File: src/rtl/mem_write_buffer_if.sv
// Request/response types shared by the cache, the write buffer and backing memory,
// plus the bundled port interface of mem_write_buffer.
package mem_write_buffer_pkg;

   typedef struct packed {
      logic [31:0] addr;
      logic [31:0] data;
      logic [3:0]  do_read;
      logic [3:0]  do_write;
      logic        valid;
      logic [3:0]  user_tag;
   } memory_io_req;

   typedef struct packed {
      logic [31:0] addr;
      logic [31:0] data;
      logic        valid;
      logic        ready;
      logic [3:0]  user_tag;
      logic        dummy;
   } memory_io_rsp;

   localparam memory_io_req memory_io_no_req = '0;

   typedef enum logic [1:0] {
      M_IDLE       = 2'd0,
      M_WRITE_WAIT = 2'd1,
      M_READ_WAIT  = 2'd2
   } mem_state_t;

endpackage

interface mem_write_buffer_if;
   import mem_write_buffer_pkg::*;

   // Handshake: a cache request transfers on a rising edge where cache_req.valid and
   // cache_rsp.ready are both 1 (valid while ready=0 is dropped, not held). cache_rsp.valid,
   // mem_req.valid and mem_rsp.valid are single-cycle pulses with no backpressure.
   memory_io_req cache_req;
   memory_io_rsp cache_rsp;
   memory_io_req mem_req;
   memory_io_rsp mem_rsp;
   logic         empty;
   mem_state_t   dbg_state;

   modport slave (
      input  cache_req,
      input  mem_rsp,
      output cache_rsp,
      output mem_req,
      output empty,
      output dbg_state
   );

   modport master (
      output cache_req,
      output mem_rsp,
      input  cache_rsp,
      input  mem_req,
      input  empty,
      input  dbg_state
   );

endinterface

File: src/rtl/mem_write_buffer.sv
// Posted-write buffer: writes are acked once queued and drain to memory in order;
// reads bypass the queue unless they alias a buffered word.
module mem_write_buffer
   import mem_write_buffer_pkg::*;
#(
   parameter int DEPTH = 8
) (
   input logic               clk,
   input logic               reset,
   mem_write_buffer_if.slave bus
);

   localparam int PTR_W = $clog2(DEPTH);
   localparam int CNT_W = PTR_W + 1;

   logic             slot_valid;
   logic [31:0]      slot_addr;
   logic [31:0]      slot_data;
   logic [3:0]       slot_do_read;
   logic [3:0]       slot_do_write;
   logic [3:0]       slot_tag;

   logic [31:0]      fifo_addr     [DEPTH];
   logic [31:0]      fifo_data     [DEPTH];
   logic [3:0]       fifo_do_write [DEPTH];
   logic [3:0]       fifo_tag      [DEPTH];
   logic [PTR_W-1:0] wr_ptr;
   logic [PTR_W-1:0] rd_ptr;
   logic [CNT_W-1:0] count;

   mem_state_t       state;
   mem_state_t       state_nx;
   logic             issue_rd;
   logic             issue_wr;
   logic             pop;
   logic             rd_done;
   logic             enq;
   logic             hazard;
   logic             slot_is_write;

   logic             rsp_valid;
   logic [31:0]      rsp_addr;
   logic [31:0]      rsp_data;
   logic [3:0]       rsp_tag;
   memory_io_req     mem_req_q;

   assign slot_is_write = (slot_do_write != 4'h0);
   // Fullness is judged before any same-cycle pop, so a full FIFO costs the slot one extra cycle.
   assign enq = slot_valid && slot_is_write && (count < CNT_W'(DEPTH));

   // The in-flight head stays inside [rd_ptr, rd_ptr+count) until its ack, so it is compared too.
   always_comb begin : hazard_scan
      logic [PTR_W-1:0] ofs;
      hazard = 1'b0;
      ofs    = '0;
      for (int i = 0; i < DEPTH; i++) begin
         ofs = PTR_W'(i) - rd_ptr;
         if (({1'b0, ofs} < count) && (fifo_addr[i][31:2] == slot_addr[31:2])) begin
            hazard = 1'b1;
         end
      end
   end

   always_comb begin
      state_nx = state;
      issue_rd = 1'b0;
      issue_wr = 1'b0;
      pop      = 1'b0;
      rd_done  = 1'b0;
      case (state)
         M_IDLE: begin
            if (slot_valid && !slot_is_write && !hazard) begin
               issue_rd = 1'b1;
               state_nx = M_READ_WAIT;
            end else if (count != '0) begin
               issue_wr = 1'b1;
               state_nx = M_WRITE_WAIT;
            end
         end
         M_WRITE_WAIT: begin
            if (bus.mem_rsp.valid) begin
               pop      = 1'b1;
               state_nx = M_IDLE;
            end
         end
         M_READ_WAIT: begin
            if (bus.mem_rsp.valid) begin
               rd_done  = 1'b1;
               state_nx = M_IDLE;
            end
         end
         default: state_nx = M_IDLE;
      endcase
   end

   always_ff @(posedge clk) begin
      if (!reset) begin
         state <= M_IDLE;
      end else begin
         state <= state_nx;
      end
   end

   always_ff @(posedge clk) begin
      if (enq) begin
         fifo_addr[wr_ptr]     <= slot_addr;
         fifo_data[wr_ptr]     <= slot_data;
         fifo_do_write[wr_ptr] <= slot_do_write;
         fifo_tag[wr_ptr]      <= slot_tag;
      end
   end

   always_ff @(posedge clk) begin
      if (!reset) begin
         slot_valid    <= 1'b0;
         slot_addr     <= '0;
         slot_data     <= '0;
         slot_do_read  <= '0;
         slot_do_write <= '0;
         slot_tag      <= '0;
         wr_ptr        <= '0;
         rd_ptr        <= '0;
         count         <= '0;
         rsp_valid     <= 1'b0;
         rsp_addr      <= '0;
         rsp_data      <= '0;
         rsp_tag       <= '0;
         mem_req_q     <= memory_io_no_req;
      end else begin
         mem_req_q <= memory_io_no_req;
         rsp_valid <= 1'b0;

         if (bus.cache_req.valid && !slot_valid) begin
            slot_valid    <= 1'b1;
            slot_addr     <= bus.cache_req.addr;
            slot_data     <= bus.cache_req.data;
            slot_do_read  <= bus.cache_req.do_read;
            slot_do_write <= bus.cache_req.do_write;
            slot_tag      <= bus.cache_req.user_tag;
         end

         if (enq) begin
            wr_ptr     <= wr_ptr + PTR_W'(1);
            slot_valid <= 1'b0;
            rsp_valid  <= 1'b1;
            rsp_addr   <= slot_addr;
            rsp_data   <= slot_data;
            rsp_tag    <= slot_tag;
         end

         if (rd_done) begin
            slot_valid <= 1'b0;
            rsp_valid  <= 1'b1;
            rsp_addr   <= slot_addr;
            rsp_data   <= bus.mem_rsp.data;
            rsp_tag    <= slot_tag;
         end

         if (pop) begin
            rd_ptr <= rd_ptr + PTR_W'(1);
         end

         if (issue_rd) begin
            mem_req_q.valid    <= 1'b1;
            mem_req_q.addr     <= slot_addr;
            mem_req_q.do_read  <= slot_do_read;
            mem_req_q.user_tag <= slot_tag;
         end

         if (issue_wr) begin
            mem_req_q.valid    <= 1'b1;
            mem_req_q.addr     <= fifo_addr[rd_ptr];
            mem_req_q.data     <= fifo_data[rd_ptr];
            mem_req_q.do_write <= fifo_do_write[rd_ptr];
            mem_req_q.user_tag <= fifo_tag[rd_ptr];
         end

         case ({enq, pop})
            2'b10:   count <= count + CNT_W'(1);
            2'b01:   count <= count - CNT_W'(1);
            default: count <= count;
         endcase
      end
   end

   always_comb begin
      bus.cache_rsp          = '0;
      bus.cache_rsp.addr     = rsp_addr;
      bus.cache_rsp.data     = rsp_data;
      bus.cache_rsp.valid    = rsp_valid;
      bus.cache_rsp.ready    = !slot_valid;
      bus.cache_rsp.user_tag = rsp_tag;
   end

   assign bus.mem_req   = mem_req_q;
   assign bus.empty     = (count == '0) && (state != M_WRITE_WAIT);
   assign bus.dbg_state = state;

   // Backing memory only supplies valid and data.
   logic unused_rsp_bits;
   assign unused_rsp_bits = ^{bus.mem_rsp.addr, bus.mem_rsp.ready, bus.mem_rsp.user_tag,
                              bus.mem_rsp.dummy};

endmodule

File: src/flat_wrapper.sv
// flat-port wrapper written by rule: the top's interface ports become plain ports
module mem_write_buffer_flat import mem_write_buffer_pkg::*;
#(
   parameter int DEPTH = 8
)
  (clk, reset, bus_cache_req, bus_mem_rsp, bus_cache_rsp, bus_mem_req, bus_empty, bus_dbg_state);
  mem_write_buffer_if bus_i ();
  input logic clk;
  input logic reset;
  input wire logic [$bits(bus_i.cache_req)-1:0] bus_cache_req;
  input wire logic [$bits(bus_i.mem_rsp)-1:0] bus_mem_rsp;
  output wire logic [$bits(bus_i.cache_rsp)-1:0] bus_cache_rsp;
  output wire logic [$bits(bus_i.mem_req)-1:0] bus_mem_req;
  output wire logic [$bits(bus_i.empty)-1:0] bus_empty;
  output wire logic [$bits(bus_i.dbg_state)-1:0] bus_dbg_state;
  assign bus_i.cache_req = bus_cache_req;
  assign bus_i.mem_rsp = bus_mem_rsp;
  assign bus_cache_rsp = bus_i.cache_rsp;
  assign bus_mem_req = bus_i.mem_req;
  assign bus_empty = bus_i.empty;
  assign bus_dbg_state = bus_i.dbg_state;
  mem_write_buffer #(.DEPTH(DEPTH)) u_core (.clk(clk), .reset(reset), .bus(bus_i));
endmodule
File: config.mk
export PLATFORM = sky130hd
export DESIGN_NAME = mem_write_buffer_flat
export DESIGN_NICKNAME = d
export VERILOG_FILES = /design/src/rtl/mem_write_buffer_if.sv /design/src/rtl/mem_write_buffer.sv /design/src/flat_wrapper.sv
export SDC_FILE = /design/constraint.sdc
export NUM_CORES = 1
export LEC_CHECK = 0
export BUFFER_PORTS_ARGS = -buffer_cell sky130_fd_sc_hd__buf_2
export CAP_MARGIN = 10
export CORE_UTILIZATION = 45
export DETAILED_ROUTE_END_ITERATION = 8
export PLACE_DENSITY = 0.65
export RECOVER_POWER = 100
export SYNTH_ARGS = -nofsm -noshare
export SYNTH_HDL_FRONTEND = slang
export SYNTH_SLANG_ARGS = --single-unit
File: constraint.sdc
create_clock -name clk -period 10.1 [get_ports clk]
set_clock_uncertainty 0.1 [all_clocks]
set_input_delay 1.01 -clock clk [delete_from_list [all_inputs] [get_ports clk]]
set_output_delay 1.01 -clock clk [all_outputs]
set_load 0.01 [all_outputs]
### Yosys cells after proc, flatten, opt, wreduce, memory -nomap -nowiden

Memories as Yosys holds them, arrays and structs flattened. A register that Yosys moved wholly into a read port is not among the register bits.
Cells that the tools add are included.
Widths: inputs -> output; s select.

* register bits after elaboration: 231
* memory bits (writable): 576
* output and inout port bits: 151
* logic and storage cells: 129
* memories kept: 4

* add/sub/neg operators: 12
* magnitude comparators: 9
* equal/unequal tests: 15
* mux-type cells: 40
* bitwise gates (word level): 1
* reduce and logical (&&, ||, !) cells: 29

Memories
* u_core.fifo_addr: depth 8, width 32, read ports 9, clocked after memory_dff 1, write ports 1, RTL line mem_write_buffer.sv:23 `logic [31:0] fifo_addr [DEPTH];`
* u_core.fifo_data: depth 8, width 32, read ports 1, clocked after memory_dff 1, write ports 1, RTL line mem_write_buffer.sv:24 `logic [31:0] fifo_data [DEPTH];`
* u_core.fifo_do_write: depth 8, width 4, read ports 1, clocked after memory_dff 1, write ports 1, RTL line mem_write_buffer.sv:25 `logic [3:0] fifo_do_write [DEPTH];`
* u_core.fifo_tag: depth 8, width 4, read ports 1, clocked after memory_dff 1, write ports 1, RTL line mem_write_buffer.sv:26 `logic [3:0] fifo_tag [DEPTH];`

Operators with widths (number)
* $eq 30x30->1: 8
* $mux 32: 5
* $mux 64: 1
* $lt 3x4->1: 8
* $mux 1: 19
* $mux 3: 6
* $logic_and 1x1->1: 14
* $sub 3x3->3 const A: 4
* $mux 5: 2
* $mux 4: 2
* $pmux 4 s2: 1
* $reduce_bool 4->1: 2
* $add 3x1->3 const B: 2
* $mux 2: 3
* $reduce_and 2->1: 3
* $sub 1x3->3 const A: 2
* $sub 2x3->3 const A: 2
* $add 4x1->4 const B: 1
* $eq 2x1->1 const B: 2
* $eq 2x2->1 const B: 2
* $logic_not 1->1: 4
* $logic_not 4->1: 1
* $lt 4x4->1 const B: 1
* $ne 2x1->1 const B: 2
* other kinds (8): 9

### Longest topological paths before layout

* depth in word-level cells: 17
* depth in mapped cells: 14
* gate-level depth less buffers: 11

### Worst setup path after synthesis

Ideal clock, no wire load.

* kind: reg2reg
* start: register u_core.slot_do_write[3]
* end: memory u_core.fifo_addr[2][0], enable pin
* library setup time: 0.705 ns
* arrival: 8.640 ns
* path slack: 0.656 ns
* cell stages (with the launch flop): 6
* path through: dfxtp_1 > nor4_1 > nor3_2 > inv_1 > clkbuf_1 > nor4b_1

* word-level cells in the longest chain between the ends: 5

RTL lines
* start, declared: RTL line mem_write_buffer.sv:20 `logic [3:0] slot_do_write;`
* start signal, assigned: RTL line mem_write_buffer.sv:138 `slot_do_write <= bus.cache_req.do_write;`
* $reduce_bool 4->1: RTL line mem_write_buffer.sv:47 `assign slot_is_write = (slot_do_write != 4'h0);`
* $logic_and 1x1->1 (2 in series): RTL line mem_write_buffer.sv:49 `assign enq = slot_valid && slot_is_write && (count < CNT_W'(DEPTH));`
* $mux 1: RTL line mem_write_buffer.sv:105 `if (enq) begin`
* $mux 1 (implied by the code): RTL line mem_write_buffer.sv:106 `fifo_addr[wr_ptr] <= slot_addr;`
* end, declared: RTL line mem_write_buffer.sv:23

No other way between the ends.

### Worst setup path after layout

* start: register u_core.slot_do_write[2]
* end: memory u_core.fifo_data[4][30], enable pin

* word-level cells in the longest chain between the ends: 5

RTL lines
* $reduce_bool 4->1: RTL line mem_write_buffer.sv:47
* $logic_and 1x1->1 (2 in series): RTL line mem_write_buffer.sv:49
* $mux 1: RTL line mem_write_buffer.sv:105
* $mux 1 (implied by the code): RTL line mem_write_buffer.sv:107 `fifo_data[wr_ptr] <= slot_data;`
* end, declared: RTL line mem_write_buffer.sv:24

No other way between the ends.

==> results.yml <==
synthesis:
  synthTopCellsByArea: "edfxtp_1 52%, dfxtp_1 14%, mux4_2 9.7%"
  synth-edff-count: 576
  ys_warn_count: 0
  synth_top_cell_area_share_pct: 51.9
  async_flop_share_pct: 0
  seq_area_frac_synth_pct: 66.2
  ys_types: 48
  synth_top_cell_by_area: "edfxtp_1"
  avgSynthCellArea_um2: 15.3
  netlist_instances: 2176
  ys_dominant_reg_cell: "edfxtp_1"
  ys_ff_latch: 814
  syn-num-nets: 2348
  synth_area_um2: 33300
cts:
  clk_path_buf_depth: 3
  htreeDepth: 3
  cts_resized: 0
  cts.sinks: 814
  cts_tree: "yes"
  cts_made_buffers: 85
  cts_hold_buf: 0
  post_cts_buffers: 0
  root_buffer: "clkbuf_16"
  cts.clk_slew.worst_paths_ns: 0.06
  clk_latency_ns: 0.66
job:
  drv_cap: 22
timing:
  worst_pin_slew_ns: 3.81
  setup-violations-final: 0
  final.min_clock_period_ns: 6.98
  finalCritPeriodShare_pct: 69.1
  drv_slew: 871
  slew_headroom_pct: -154
  rsz0062_at_grt: "false"
  tns_ns: 0
  hold_viol: 0
  fin_ws_ns: 3.12
  max_freq_mhz: 143
global_routing:
  grt_usage_pct: 23.8
  grt_max_degree: 93
  grt_pass1_wl_mm: 130
  overflow: 0
  grt_pass1_vias: 19700
  antenna_found_initial: 6
placed_design:
  dp_hpwl_mm: 55.1
  gp_congestion: 0.894
  io_buffers: 261
  place_ws_ns: 5.37
worst_setup_path:
  crit_path_end_kind: "register"
  crit_arrival_ns: 7.05
  path_max_fanout: 40
  startpoint_type: "register"
  critical_path.max_stage_delay_ns: 2.30
  path_buf_inv: 4
  cp_slowest_cell: "clkbuf_1"
  criticalPathCategory: "reg2reg"
  cp_cell_sequence: "nor4_1 > nor3_4 > clkbuf_1 > inv_1 > clkbuf_1 > nor4b_1 > clkbuf_1"
  cp.required_ns: 10.16
  cpMostUsedCell: "clkbuf_1"
  crit_family: "buffers and inverters"
final_layout:
  drive_gt1_share_pct: 18.6
  final_nets: 2585
  num-fill-cells: 6156
  syn_to_final_growth_pct: 14.1
  multi_input_area_um2: 10400
  seqCellArea_um2: 22100
  insertedDiodeCount: 0
  fin_util_pct: 52.0
detailed_routing:
  post_drt_via_cell_ratio: 5.63
  num_vias: 19400
  drtPass1Iterations: 7
  drc: 16
  wl_per_cell_um: 25.7
  drt_iter0_drc: 1789
  wl_mm: 88.6
  ant_nets: 0
floorplanning:
  start_util_pct: 45.6
  die_width_um: 274
  num_rows: 99
  die_area_um2: 75100
  coreArea_um2: 73100
  dieHeight_um: 274
  ioPinCount: 301
pwr:
  peakVddDrop_mv: 0.116
  power_density_nw_per_um2: 206
  p_leak_nw: 12.3
  power_mw: 7.83
run_status:
  outcome: "finished with violations"
  violations: "DRC, capacitance limit, slew limit"
hold_path:
  min_path_type: "reg2reg"
worst reg2reg max path, stage by stage (launching register included):
cell and delay, ns:
dfxtp_1 0.53, nor4_1 0.15, nor3_4 0.12, clkbuf_1 1.53, inv_1 0.14, clkbuf_1 0.89, nor4b_1 0.71, clkbuf_1 2.30
cells in the mapped netlist (2+ instances only):
cell type  number
edfxtp_1      576
nand2_1       304
dfxtp_1       238
xnor2_1       189
mux4_2        144
clkbuf_1       79
mux2i_1        72
xor2_1         61
a21oi_1        53
nor2_1         51
nand4_1        49
a21boi_0       41
a22o_1         36
mux2_2         36
buf_2          34
a311oi_1       32
nor3_2         31
ha_1           21
nor4_1         20
inv_1          17
nor3_1         15
buf_6          12
buf_4          11
buf_1           9
and3_1          6
o2111ai_1       5
a21o_1          4
o21a_1          3
o21ai_0         3
and2_1          2
nand3_1         2
nor2b_1         2
nor3b_1         2
nor4b_1         2
sequential cells by signal, indices dropped and copies added, names as in the netlist, 4 cells and up, named ones only:
name	count
u_core.fifo_addr	256
u_core.fifo_data	256
u_core.bus.mem_req	77
u_core.fifo_do_write	32
u_core.fifo_tag	32
u_core.rsp_addr	32
u_core.rsp_data	32
u_core.slot_addr	32
u_core.slot_data	32
u_core.count	4
u_core.rsp_tag	4
u_core.slot_do_read	4
u_core.slot_do_write	4
u_core.slot_tag	4
layout make-up:
| class | count | area share [%] |
|---|---|---|
| Sequential cell | 814 | 58.1 |
| Clock buffer | 117 | 6.49 |
| Tap cell | 959 | 3.16 |
| Inverter | 19 | 0.188 |
| Clock inverter | 42 | 1.37 |
| Multi-Input combinational cell | 1198 | 27.3 |
| Timing Repair Buffer | 295 | 3.43 |
stage by stage:
stage | std cells | instance area (µm²) | hold WS [ns]
2_1_floorplan | 2176 | 33300 | 0.332
3_3_place_gp | 3285 | 35500 | 0.343
3_5_place_dp | 3285 | 35500 | 0.352
4_1_cts | 3444 | 38500 | 0.366
5_1_grt | 3444 | 38000 | 0.390
6_report | 3444 | 38000 | 0.362
cells by family (layout without fill, tap and decap cells):
group,Yosys count,count (layout),synth area share [%]
compound gates,181,181,3.94
flops,814,814,66.2
mux,252,252,13.1
other cells,1,1,0.0113
simple gates,492,492,6.93
buf+inv,164,473,2.37
fa+ha+maj,22,22,0.849
xor+xnor,250,250,6.57
power by group:
| group | internal, mW | switching (mW) |
|---|---|---|
| sequential | 3.69 | 0.149 |
| combinational | 0.284 | 0.416 |
| clock | 1.94 | 1.35 |
cells in the final DEF, fill, tap and decap left out, types with 18 or more instances in the layout:
cell type / synthesis / final
a21boi_0: 41 / 41
a21oi_1: 53 / 53
a22o_1: 36 / 36
a311oi_1: 32 / 32
buf_2: 34 / 111
clkbuf_1: 79 / 185
clkbuf_16: 0 / 89
clkinv_2: 0 / 18
dfxtp_1: 238 / 235
edfxtp_1: 576 / 576
ha_1: 21 / 21
mux2_2: 36 / 36
mux2i_1: 72 / 72
mux4_2: 144 / 144
nand2_1: 304 / 303
nand4_1: 49 / 49
nor2_1: 51 / 50
nor3_1: 15 / 38
nor4_1: 20 / 20
xnor2_1: 189 / 189
xor2_1: 61 / 61
routing by layer:
layer,share of wire (%),GRT usage [%]
met1,43,33.1
met2,47,37.3
met3,7.7,5.38
met4,2.5,7.35
met5,0.084,0
path summary, 6_finish.rpt:
kind / from / endpoint / slack [ns] / cells past startpoint
min reg2reg: u_core.slot_do_read[2] / u_core.slot_do_read[2] / 0.36 / 2
max: u_core.slot_do_write[2] / u_core.fifo_data[4][30] / 3.12 / 7
min: u_core.slot_do_read[2] / u_core.slot_do_read[2] / 0.36 / 2
max reg2reg: u_core.slot_do_write[2] / u_core.fifo_data[4][30] / 3.12 / 7
Note: power is estimated with default switching activity, not from simulation.
